### config.mk
export PLATFORM = sky130hd
export DESIGN_NAME = p2s_serial_rx
export DESIGN_NICKNAME = d
export VERILOG_FILES = /design/src/rtl/p2s_serial_rx.sv
export SDC_FILE = /design/constraint.sdc
export NUM_CORES = 1
export LEC_CHECK = 0
export CORE_MARGIN = 4
export CORE_UTILIZATION = 50
export CTS_BUF_LIST = sky130_fd_sc_hd__clkbuf_2 sky130_fd_sc_hd__clkbuf_4 sky130_fd_sc_hd__clkbuf_8
export DETAILED_ROUTE_END_ITERATION = 10
export PLACE_DENSITY = 0.74
export SYNTH_ARGS = -nofsm -noshare
export SYNTH_HDL_FRONTEND = slang
export SYNTH_SLANG_ARGS = --single-unit
### constraint.sdc
create_clock -name clk -period 1.8 [get_ports clk]
set_clock_uncertainty 0.2 [all_clocks]
set_input_delay 0.36 -clock clk [delete_from_list [all_inputs] [get_ports clk]]
set_output_delay 0.36 -clock clk [all_outputs]
set_load 0.1 [all_outputs]
### src/rtl/p2s_serial_rx.sv
// p2s_serial_rx: serial-to-parallel receiver for the p2s line.
// Frame: start(0), DATA_W data bits LSB first, optional parity, stop(1).
// Received words are offered on a valid/ready port through a 1-entry buffer.
module p2s_serial_rx #(
    parameter int unsigned DATA_W     = 8,
    parameter bit          PARITY_EN  = 1'b1,
    parameter bit          PARITY_ODD = 1'b0
) (
    input  logic              clk,
    input  logic              rst,
    input  logic              sdata,
    output logic [DATA_W-1:0] pdata,
    output logic              pvalid,
    input  logic              pready,
    output logic              parity_err,
    output logic              frame_err,
    output logic              overrun,
    output logic              busy
);

    localparam int unsigned CW = $clog2(DATA_W + 1);

    localparam logic [1:0] S_IDLE   = 2'd0;
    localparam logic [1:0] S_DATA   = 2'd1;
    localparam logic [1:0] S_PARITY = 2'd2;
    localparam logic [1:0] S_STOP   = 2'd3;

    localparam logic [CW-1:0] LAST_BIT = CW'(DATA_W - 1);

    logic [1:0]        state;
    logic [CW-1:0]     bit_cnt;
    logic [DATA_W-1:0] shift_q;
    logic [DATA_W-1:0] shift_next;
    logic              par_err_q;
    logic              word_done;
    logic              take;

    // Next shift value: new bit enters at the MSB so the first bit ends at the LSB.
    always_comb begin
        shift_next = shift_q;
        for (int unsigned i = 0; i + 1 < DATA_W; i++) begin
            shift_next[i] = shift_q[i+1];
        end
        shift_next[DATA_W-1] = sdata;
    end

    assign word_done = (state == S_STOP) && sdata;
    assign take      = !pvalid || pready;
    assign busy      = (state != S_IDLE);

    // Frame FSM: start detect, data assembly, parity evaluation, stop check.
    always_ff @(posedge clk or posedge rst) begin
        if (rst) begin
            state     <= S_IDLE;
            bit_cnt   <= '0;
            shift_q   <= '0;
            par_err_q <= 1'b0;
        end else begin
            case (state)
                S_IDLE: begin
                    if (!sdata) begin
                        state   <= S_DATA;
                        bit_cnt <= '0;
                    end
                end
                S_DATA: begin
                    shift_q <= shift_next;
                    bit_cnt <= bit_cnt + 1'b1;
                    if (bit_cnt == LAST_BIT) begin
                        state <= PARITY_EN ? S_PARITY : S_STOP;
                    end
                end
                S_PARITY: begin
                    par_err_q <= (((^shift_q) ^ sdata) != PARITY_ODD);
                    state     <= S_STOP;
                end
                S_STOP: begin
                    state <= S_IDLE;
                end
                default: begin
                    state <= S_IDLE;
                end
            endcase
        end
    end

    // Output buffer and error pulses; a word arriving while the buffer is stuck is dropped.
    always_ff @(posedge clk or posedge rst) begin
        if (rst) begin
            pdata      <= '0;
            pvalid     <= 1'b0;
            parity_err <= 1'b0;
            frame_err  <= 1'b0;
            overrun    <= 1'b0;
        end else begin
            frame_err <= (state == S_STOP) && !sdata;
            overrun   <= word_done && !take;
            if (word_done && take) begin
                pdata      <= shift_q;
                parity_err <= PARITY_EN ? par_err_q : 1'b0;
                pvalid     <= 1'b1;
            end else if (pvalid && pready) begin
                pvalid <= 1'b0;
            end
        end
    end

endmodule

==> impl_metrics.tcl, run 1 <==
set metrics [dict create \
    status "finished, final reports clean" \
    die_w_um 56.9 \
    critPathRequiredTime_ps 1240 \
    r2r_start "state[0]" \
    grt_pass1_wl_mm 3.81 \
    path_class "flip-flop to output port" \
    rrSetupSlack_ps 60 \
    yosys.cell_types.count 24 \
    die_h_um 56.9 \
    synth_area_um2 1200 \
    coreArea_um2 2250 \
    rows 17 \
    drt-total-wl_mm 2.35 \
    io-pin-count 17 \
    start_kind "flip-flop" \
    clk_latency_ps 320 \
    setup_slack_ps 7.45 \
    cp_max_fo 2 \
    area_growth_pct 42.3 \
    vias_per_cell 5.27 \
    ys_seq_area_frac 0.564 \
    grt_pass1_vias 839 \
    slew_violations 0 \
    clockBufferDepth 2 \
    cts_made_buffers 3 \
    drtIter0Drc 6 \
    port_buffers 16 \
    pre_cts_ws_ps -323 \
    grt_overflow_total 0 \
    ff2ff_path_depth 6 \
    finalCriticalPeriod_ps 1790 \
    initial_core_util 0.531 \
    worstSetupEndpoint "busy" \
    via_count 807 \
    min_period_over_period 0.996 \
    globalplace.congestion 0.759 \
    antenna_found_initial 0 \
    hold_class "primary input to asynchronous set/reset pin" \
    cts_tree "yes" \
    clock.fmax_ghz 0.558 \
    cts.htree.levels 1 \
    dieArea_um2 3240 \
    fillers 137 \
    worstPathArrival_ps 1230 \
    wl_per_cell_um 15.4 \
    synth_seq_cells 27 \
    grt_usage 0.151 \
    nNetsFinal 135 \
    cts.sink_count 27 \
    drtAntennaViolNets 0 \
    yosysWarnings 0 \
    maxSlewHeadroom 0.776 \
    first_pass_iters 4 \
    grt_start_max_net_pins 28 \
    hold_viol_final 0 \
    finalSetupViolations 0 \
    r2r_end "pdata[6]" \
    syn_area_per_cell_um2 13.3 \
    syn_nets 99 \
    ctsRootBufferMaster "clkbuf_4" \
    drc 0 \
    rsz0062_at_grt "yes" \
    dp_hpwl_mm 1.62 \
    final_common_cell "dfrtp_1" \
    cap_violations 0 \
    antenna_cells 0 \
    drive_gt1_frac 0.448 \
    path_clk_slew_ps 140 \
    layout_common_cells "dfrtp_1, buf_4, buf_12" \
    worst_slew_pin_slew_ps 333 \
    netlist_instances 90 \
    cp-end-kind "output port" \
    crit_start "state[1]" \
]
==> cells by family (layout without fill, tap and decap cells) <==
kind of cell / count (synthesis) / count (layout) / synth area share
flops: 27 / 27 / 0.564
mux: 19 / 19 / 0.181
simple gates: 17 / 17 / 0.0679
compound gates: 9 / 9 / 0.0523
xor+xnor: 7 / 7 / 0.0627
buf+inv: 6 / 41 / 0.0198
fa+ha+maj: 5 / 5 / 0.0522
==> worst max-delay path, stage by stage (launching register included) <==
cell and delay (ps):
dfrtp_1 430, inv_2 90, ha_4 150, clkinvlp_4 90
buf_12 160
==> synth_stat cells <==
master,number,area share
a211oi_1,1,0.0063
a21boi_0,1,0.0063
a22o_1,2,0.015
a32o_1,1,0.0084
and2b_2,1,0.0073
buf_2,1,0.0042
clkbuf_1,1,0.0031
dfrtp_1,27,0.56
ha_1,5,0.052
inv_1,4,0.013
mux2_1,5,0.047
mux2_2,12,0.11
mux2_4,1,0.013
mux2i_1,1,0.0084
nand2_1,8,0.025
nand2b_1,2,0.010
nand3_1,1,0.0042
nand3b_1,1,0.0063
nor2_1,3,0.0094
nor2b_1,1,0.0052
o21ai_0,4,0.017
xnor2_1,5,0.037
xnor3_1,1,0.019
xor2_1,1,0.0073
==> metrics by stage <==
stage | setup TNS (ps) | cell area, um^2 | hold slack (ps) | std cells | utilization
floorplan | 0 | 1200 | 213 | 90 | -
global placement | -2690 | 1580 | 296 | 140 | 0.700
detailed placement | -2700 | 1580 | 303 | 140 | 0.700
CTS | 0 | 1660 | 201 | 149 | 0.735
global route | -340 | 1700 | 223 | 153 | 0.756
finish | 0 | 1700 | 198 | 153 | 0.756
==> per-layer routing <==
metal	GRT usage	routed length, um	vias up
li1	-	-	379
met1	0.167	944	405
met2	0.285	1300	19
met3	0.0249	77	4
met4	0.0596	26	0
met5	0	0	-
==> layout make-up <==
type                            instances  area, um^2  area share
Timing Repair Buffer                   33         418       0.245
Sequential cell                        27         677       0.397
Multi-Input combinational cell         57         528       0.310
Tap cell                               28        35.0      0.0206
Inverter                                4        18.8      0.0110
Clock buffer                            3        22.5      0.0132
Clock inverter                          1        5.00     0.00294
==> what timing repair did <==
action / CTS / global route
setup buffers: 5 / 3
hold buffers: 0 / 0
resized for setup: 4 / 6
cloned: 0 / 1
pin swaps: 1 / 1
hold endpoints to repair: 0 / 0
endpoints found under the setup margin: 1 / 15
==> how the worst min path moves through the flow <==
stage / to / cells past startpoint / slack (ps) / start
after floorplan: bit_cnt[0] / 1 / 210 / rst
after global placement: par_err_q / 1 / 300 / par_err_q
after detailed placement: par_err_q / 1 / 300 / par_err_q
after CTS: parity_err / 3 / 200 / rst
after global routing: par_err_q / 3 / 220 / rst
final: parity_err / 3 / 200 / rst
==> flip-flops by register name (all words and copies together) (netlist names) <==
signal      cells
bit_cnt         4
frame_err       1
shift_q         8
state           2
par_err_q       1
pdata           8
parity_err      1
overrun         1
pvalid          1
Power of run 1 is left out: the tool's default activity adds up to more than one toggle a clock period on the data nets, which glitch-free logic cannot reach.
==> inputs of run 2 (changes only) <==
--- a/config.mk
+++ b/config.mk
@@ -6,10 +6,10 @@
 export NUM_CORES = 1
 export LEC_CHECK = 0
 export CORE_MARGIN = 4
-export CORE_UTILIZATION = 50
+export CORE_UTILIZATION = 55
 export CTS_BUF_LIST = sky130_fd_sc_hd__clkbuf_2 sky130_fd_sc_hd__clkbuf_4 sky130_fd_sc_hd__clkbuf_8
 export DETAILED_ROUTE_END_ITERATION = 10
-export PLACE_DENSITY = 0.74
+export PLACE_DENSITY = 0.8
 export SYNTH_ARGS = -nofsm -noshare
 export SYNTH_HDL_FRONTEND = slang
 export SYNTH_SLANG_ARGS = --single-unit
==> run 2 against run 1 <==
  * The run now ends with setup timing left
  * Worst setup slack lost 16 ps
  * Wire length shrank 2.9%
  * Sequential share of layout area grew 1.1 points
  * Fmax shrank 0.88%
  * Final area shrank 2.7%
  * Via count shrank 4.5%
  * Die area shrank 7.8%
  * Register-to-register slack is essentially flat
  * Cell count shrank 3.9%
  * First-iteration DRC count grew 83%
  * Flip-flop and latch count is the same
  * Largest cell class unchanged
==> impl_metrics.tcl, run 2 (synthesis gave the netlist of run 1 again) <==
set metrics [dict create \
    status "finished, violations left" \
    failed_checks "setup timing" \
    grt_usage 0.184 \
    clk_latency_ps 320 \
    ff2ff_path_depth 4 \
    path_delay_family "flip-flops" \
    coreArea_um2 2020 \
    critical_path_buf_inv_count 3 \
    die_w_um 54.7 \
    area_growth_pct 38.5 \
    critPathRequiredTime_ps 1240 \
    path_clk_slew_ps 150 \
    final_common_cell "dfrtp_1" \
    cpPeakStageDelay_ps 420 \
    grt_start_max_net_pins 28 \
    via_count 771 \
    worst_path_max_delay_cell "dfrtp_1" \
    path_class "flip-flop to output port" \
    layout_common_cells "dfrtp_1, buf_12, mux2_2, buf_4, nand2_1" \
    min_period_over_period 1.00 \
    cap_violations 0 \
    dieArea_um2 2990 \
    hold_class "primary input to asynchronous set/reset pin" \
    wl_per_cell_um 15.5 \
    cp_max_fo 3 \
    drtAntennaViolNets 0 \
    drc 0 \
    hold_viol_final 0 \
    drtIter0Drc 11 \
    start_kind "flip-flop" \
    first_pass_iters 4 \
    cts_tree "yes" \
    slew_violations 0 \
    cts.sink_count 27 \
    antenna_found_initial 0 \
    nNetsFinal 130 \
    drt-total-wl_mm 2.28 \
    ctsRootBufferMaster "clkbuf_4" \
    grt_overflow_total 0 \
    grt_pass1_wl_mm 3.81 \
    clockBufferDepth 2 \
    rows 16 \
    initial_core_util 0.592 \
    worstPathArrival_ps 1250 \
    rrSetupSlack_ps 60 \
    finalCriticalPeriod_ps 1810 \
    globalplace.congestion 0.739 \
    clock.fmax_ghz 0.553 \
    crit_chain "inv_2 > ha_4 > clkinvlp_4 > buf_12" \
    antenna_cells 0 \
    cp-end-kind "output port" \
    cts_made_buffers 3 \
    place_area_um2 1580 \
    grt_pass1_vias 806 \
    fin_area_um2 1660 \
    r2r_end "par_err_q" \
    setup_tns_ps -8.47 \
    finalSetupViolations 1 \
    reg_top3 "pdata: 8 flops, shift_q: 8 flops, bit_cnt: 4 flops" \
    die_h_um 54.7 \
    setup_slack_ps -8.47 \
    dp_hpwl_mm 1.59 \
    rsz0062_at_grt "yes" \
    pre_cts_ws_ps -368 \
    io-pin-count 17 \
    vias_per_cell 5.24 \
    drive_gt1_frac 0.408 \
    cts.htree.levels 1 \
    port_buffers 16 \
    r2r_start "shift_q[3]" \
    maxSlewHeadroom 0.755 \
    worst_slew_pin_slew_ps 364 \
]
## run 2: worst max-delay path by stage
stage          slack [ps]      from    endpoint  cells after the start
3_3_place_gp         -300     sdata   par_err_q                      5
5_1_grt               -70  state[0]        busy                      4
2_1_floorplan          50    pvalid  parity_err                      4
4_1_cts                 2  state[1]        busy                      4
6_report               -8  state[0]        busy                      4
3_5_place_dp         -370     sdata   par_err_q                      5
## run 2: worst min-delay path, stage by stage
cell             delay [ps]
clkdlybuf4s50_1         400
inv_1                    50
buf_4                   310
## run 2: repair_timing
item	4_1_cts	5_1_grt
pin swaps	2	1
setup buffers	4	0
endpoints found under the hold margin	0	0
hold buffers	0	0
endpoints found under the setup margin	3	7
gates resized for setup	4	2
## run 2: area by class of cell
cell class | count | area [um^2]
tap | 27 | 33.8
fill | 105 | 364
clock buffer | 3 | 22.5
inverter | 4 | 18.8
multi-input combinational | 57 | 518
timing repair buffer | 28 | 380
clock inverter | 1 | 7.51
sequential | 27 | 677
## run 2: per-layer routing
metal,GRT usage,up-vias,share of wire
li1,-,368,-
met1,0.226,383,0.43
met2,0.301,16,0.51
met3,0.0518,4,0.040
met4,0.0747,0,0.015
met5,0,-,0
## run 2: per-stage QoR
| step | std cells | utilization | hold WS [ps] |
|---|---|---|---|
| 2_1_floorplan | 90 | - | 213 |
| 3_3_place_gp | 139 | 0.780 | 296 |
| 3_5_place_dp | 139 | 0.780 | 313 |
| 4_1_cts | 147 | 0.816 | 192 |
| 5_1_grt | 147 | 0.820 | 204 |
| 6_report | 147 | 0.820 | 181 |
Power of run 2 is left out for the same reason.
==> inputs of run 3 (changes only) <==
--- a/config.mk
+++ b/config.mk
@@ -5,11 +5,13 @@
 export SDC_FILE = /design/constraint.sdc
 export NUM_CORES = 1
 export LEC_CHECK = 0
+export CORE_ASPECT_RATIO = 0.75
 export CORE_MARGIN = 4
 export CORE_UTILIZATION = 55
 export CTS_BUF_LIST = sky130_fd_sc_hd__clkbuf_2 sky130_fd_sc_hd__clkbuf_4 sky130_fd_sc_hd__clkbuf_8
 export DETAILED_ROUTE_END_ITERATION = 10
 export PLACE_DENSITY = 0.8
+export SKIP_CTS_REPAIR_TIMING = 1
 export SYNTH_ARGS = -nofsm -noshare
 export SYNTH_HDL_FRONTEND = slang
 export SYNTH_SLANG_ARGS = --single-unit
==> run 3 against run 2 <==
  * The run still ends with setup timing left
  * Worst setup slack got worse by 36 ps
  * Critical path depth unchanged
  * Register-to-register slack got worse by 30 ps
==> impl_metrics.tcl, run 3 (synthesis gave the netlist of run 1 again) <==
set metrics [dict create \
    drc 0 \
    r2r_start "state[0]" \
    maxSlewHeadroom 0.779 \
    reg_top3 "pdata: 8 flops, shift_q: 8 flops, bit_cnt: 4 flops" \
    drt-total-wl_mm 2.21 \
    drtAntennaViolNets 0 \
    min_period_over_period 1.02 \
    final_common_cell "dfrtp_1" \
    routed.top_layer "met4" \
    ctsRootBufferMaster "clkbuf_4" \
    path_clk_slew_ps 140 \
    coreArea_um2 2030 \
    die_w_um 61.9 \
    clock.fmax_ghz 0.542 \
    layout_common_cells "dfrtp_1, buf_12, mux2_2" \
    path_delay_family "flip-flops" \
    area_growth_pct 38.0 \
    start_kind "flip-flop" \
    failed_checks "setup timing" \
    dp_hpwl_mm 1.56 \
    dr_wl_met2_mm 1.07 \
    clk_latency_ps 320 \
    via_count 772 \
    rsz0062_at_grt "yes" \
    initial_core_util 0.589 \
    io-pin-count 17 \
    hold_class "primary input to asynchronous set/reset pin" \
    wl_met1_um 945 \
    critical_path_buf_inv_count 3 \
    setup_tns_ps -44.7 \
    grt_pass1_vias 762 \
    cp-end-kind "output port" \
    cts_made_buffers 3 \
    finalCriticalPeriod_ps 1840 \
    grt_start_max_net_pins 28 \
    drtIter0Drc 10 \
    setup_slack_ps -44.7 \
    clockBufferDepth 2 \
    hold_ws_ps 177 \
    fillers 119 \
    wl_per_cell_um 15.4 \
    rows 14 \
    globalplace.congestion 0.686 \
    drive_gt1_frac 0.420 \
    cts.sink_count 27 \
    worst_slew_pin_slew_ps 329 \
    slew_violations 0 \
    nNetsFinal 129 \
    status "finished, violations left" \
    hold_viol_final 0 \
    crit_chain "inv_2 > ha_4 > clkinvlp_4 > buf_12" \
    wl_met3_um 134 \
    vias_per_cell 5.40 \
    critPathRequiredTime_ps 1240 \
    first_pass_iters 4 \
    rrSetupSlack_ps 30 \
    worstPathArrival_ps 1280 \
    crit_start "state[1]" \
    die_h_um 48.4 \
    grt_pass1_wl_mm 3.47 \
    grt_usage 0.156 \
    cp_max_fo 3 \
    path_class "flip-flop to output port" \
    cts.htree.levels 1 \
    port_buffers 16 \
    grt_overflow_total 0 \
    antenna_cells 0 \
    worst_path_max_delay_cell "dfrtp_1" \
    dieArea_um2 3000 \
    cts_tree "yes" \
    pre_cts_ws_ps -353 \
    antenna_found_initial 0 \
    finalSetupViolations 1 \
    cap_violations 0 \
    cpPeakStageDelay_ps 440 \
]
-- run 3: changes by cell type in the layout (fill, tap and decap cells not counted) --
cell and change:
nor2b_1 -1, ha_1 -1, clkinv_2 +1, clkinvlp_4 -1, buf_6 +1, nor2b_2 +1
buf_4 -2, ha_2 +1
-- run 3: metrics by stage --
| stage | cell area, um^2 | std cells | util |
|---|---|---|---|
| after floorplan | 1200 | 90 | - |
| after global placement | 1570 | 135 | 0.771 |
| after detailed placement | 1570 | 135 | 0.771 |
| after CTS | 1590 | 139 | 0.784 |
| after global routing | 1650 | 143 | 0.813 |
| final | 1650 | 143 | 0.813 |
-- run 3: worst register-to-register path, cell delays in order, from the launching register on --
cell      delay (ps)
dfrtp_1          440
inv_2             80
ha_4             170
buf_4            130
nand2_1          130
a21boi_0         330
nor2_1            90
nor2_1           130
-- run 3: area by class of cell --
cell class                      instances  area (um^2)  area share
Multi-Input combinational cell         57          523       0.316
Inverter                                4         18.8      0.0114
Clock buffer                            3         22.5      0.0136
Tap cell                               24         30.0      0.0182
Clock inverter                          1         5.00     0.00303
Timing Repair Buffer                   27          377       0.228
Sequential cell                        27          677       0.410
-- run 3: metal layers --
metal,track usage,vias up
li1,-,366
met1,0.206,379
met2,0.244,21
met3,0.0532,6
met4,0.0389,0
met5,0,-
-- run 3: worst paths after layout --
path | end | cells past startpoint
max in group asynchronous | pvalid | 3
setup reg to reg | state[0] | 7
min in group clk | par_err_q | 1
hold reg to reg | par_err_q | 1
hold / removal | pdata[0] | 3
setup / recovery | busy | 4
Power of run 3 is left out for the same reason.
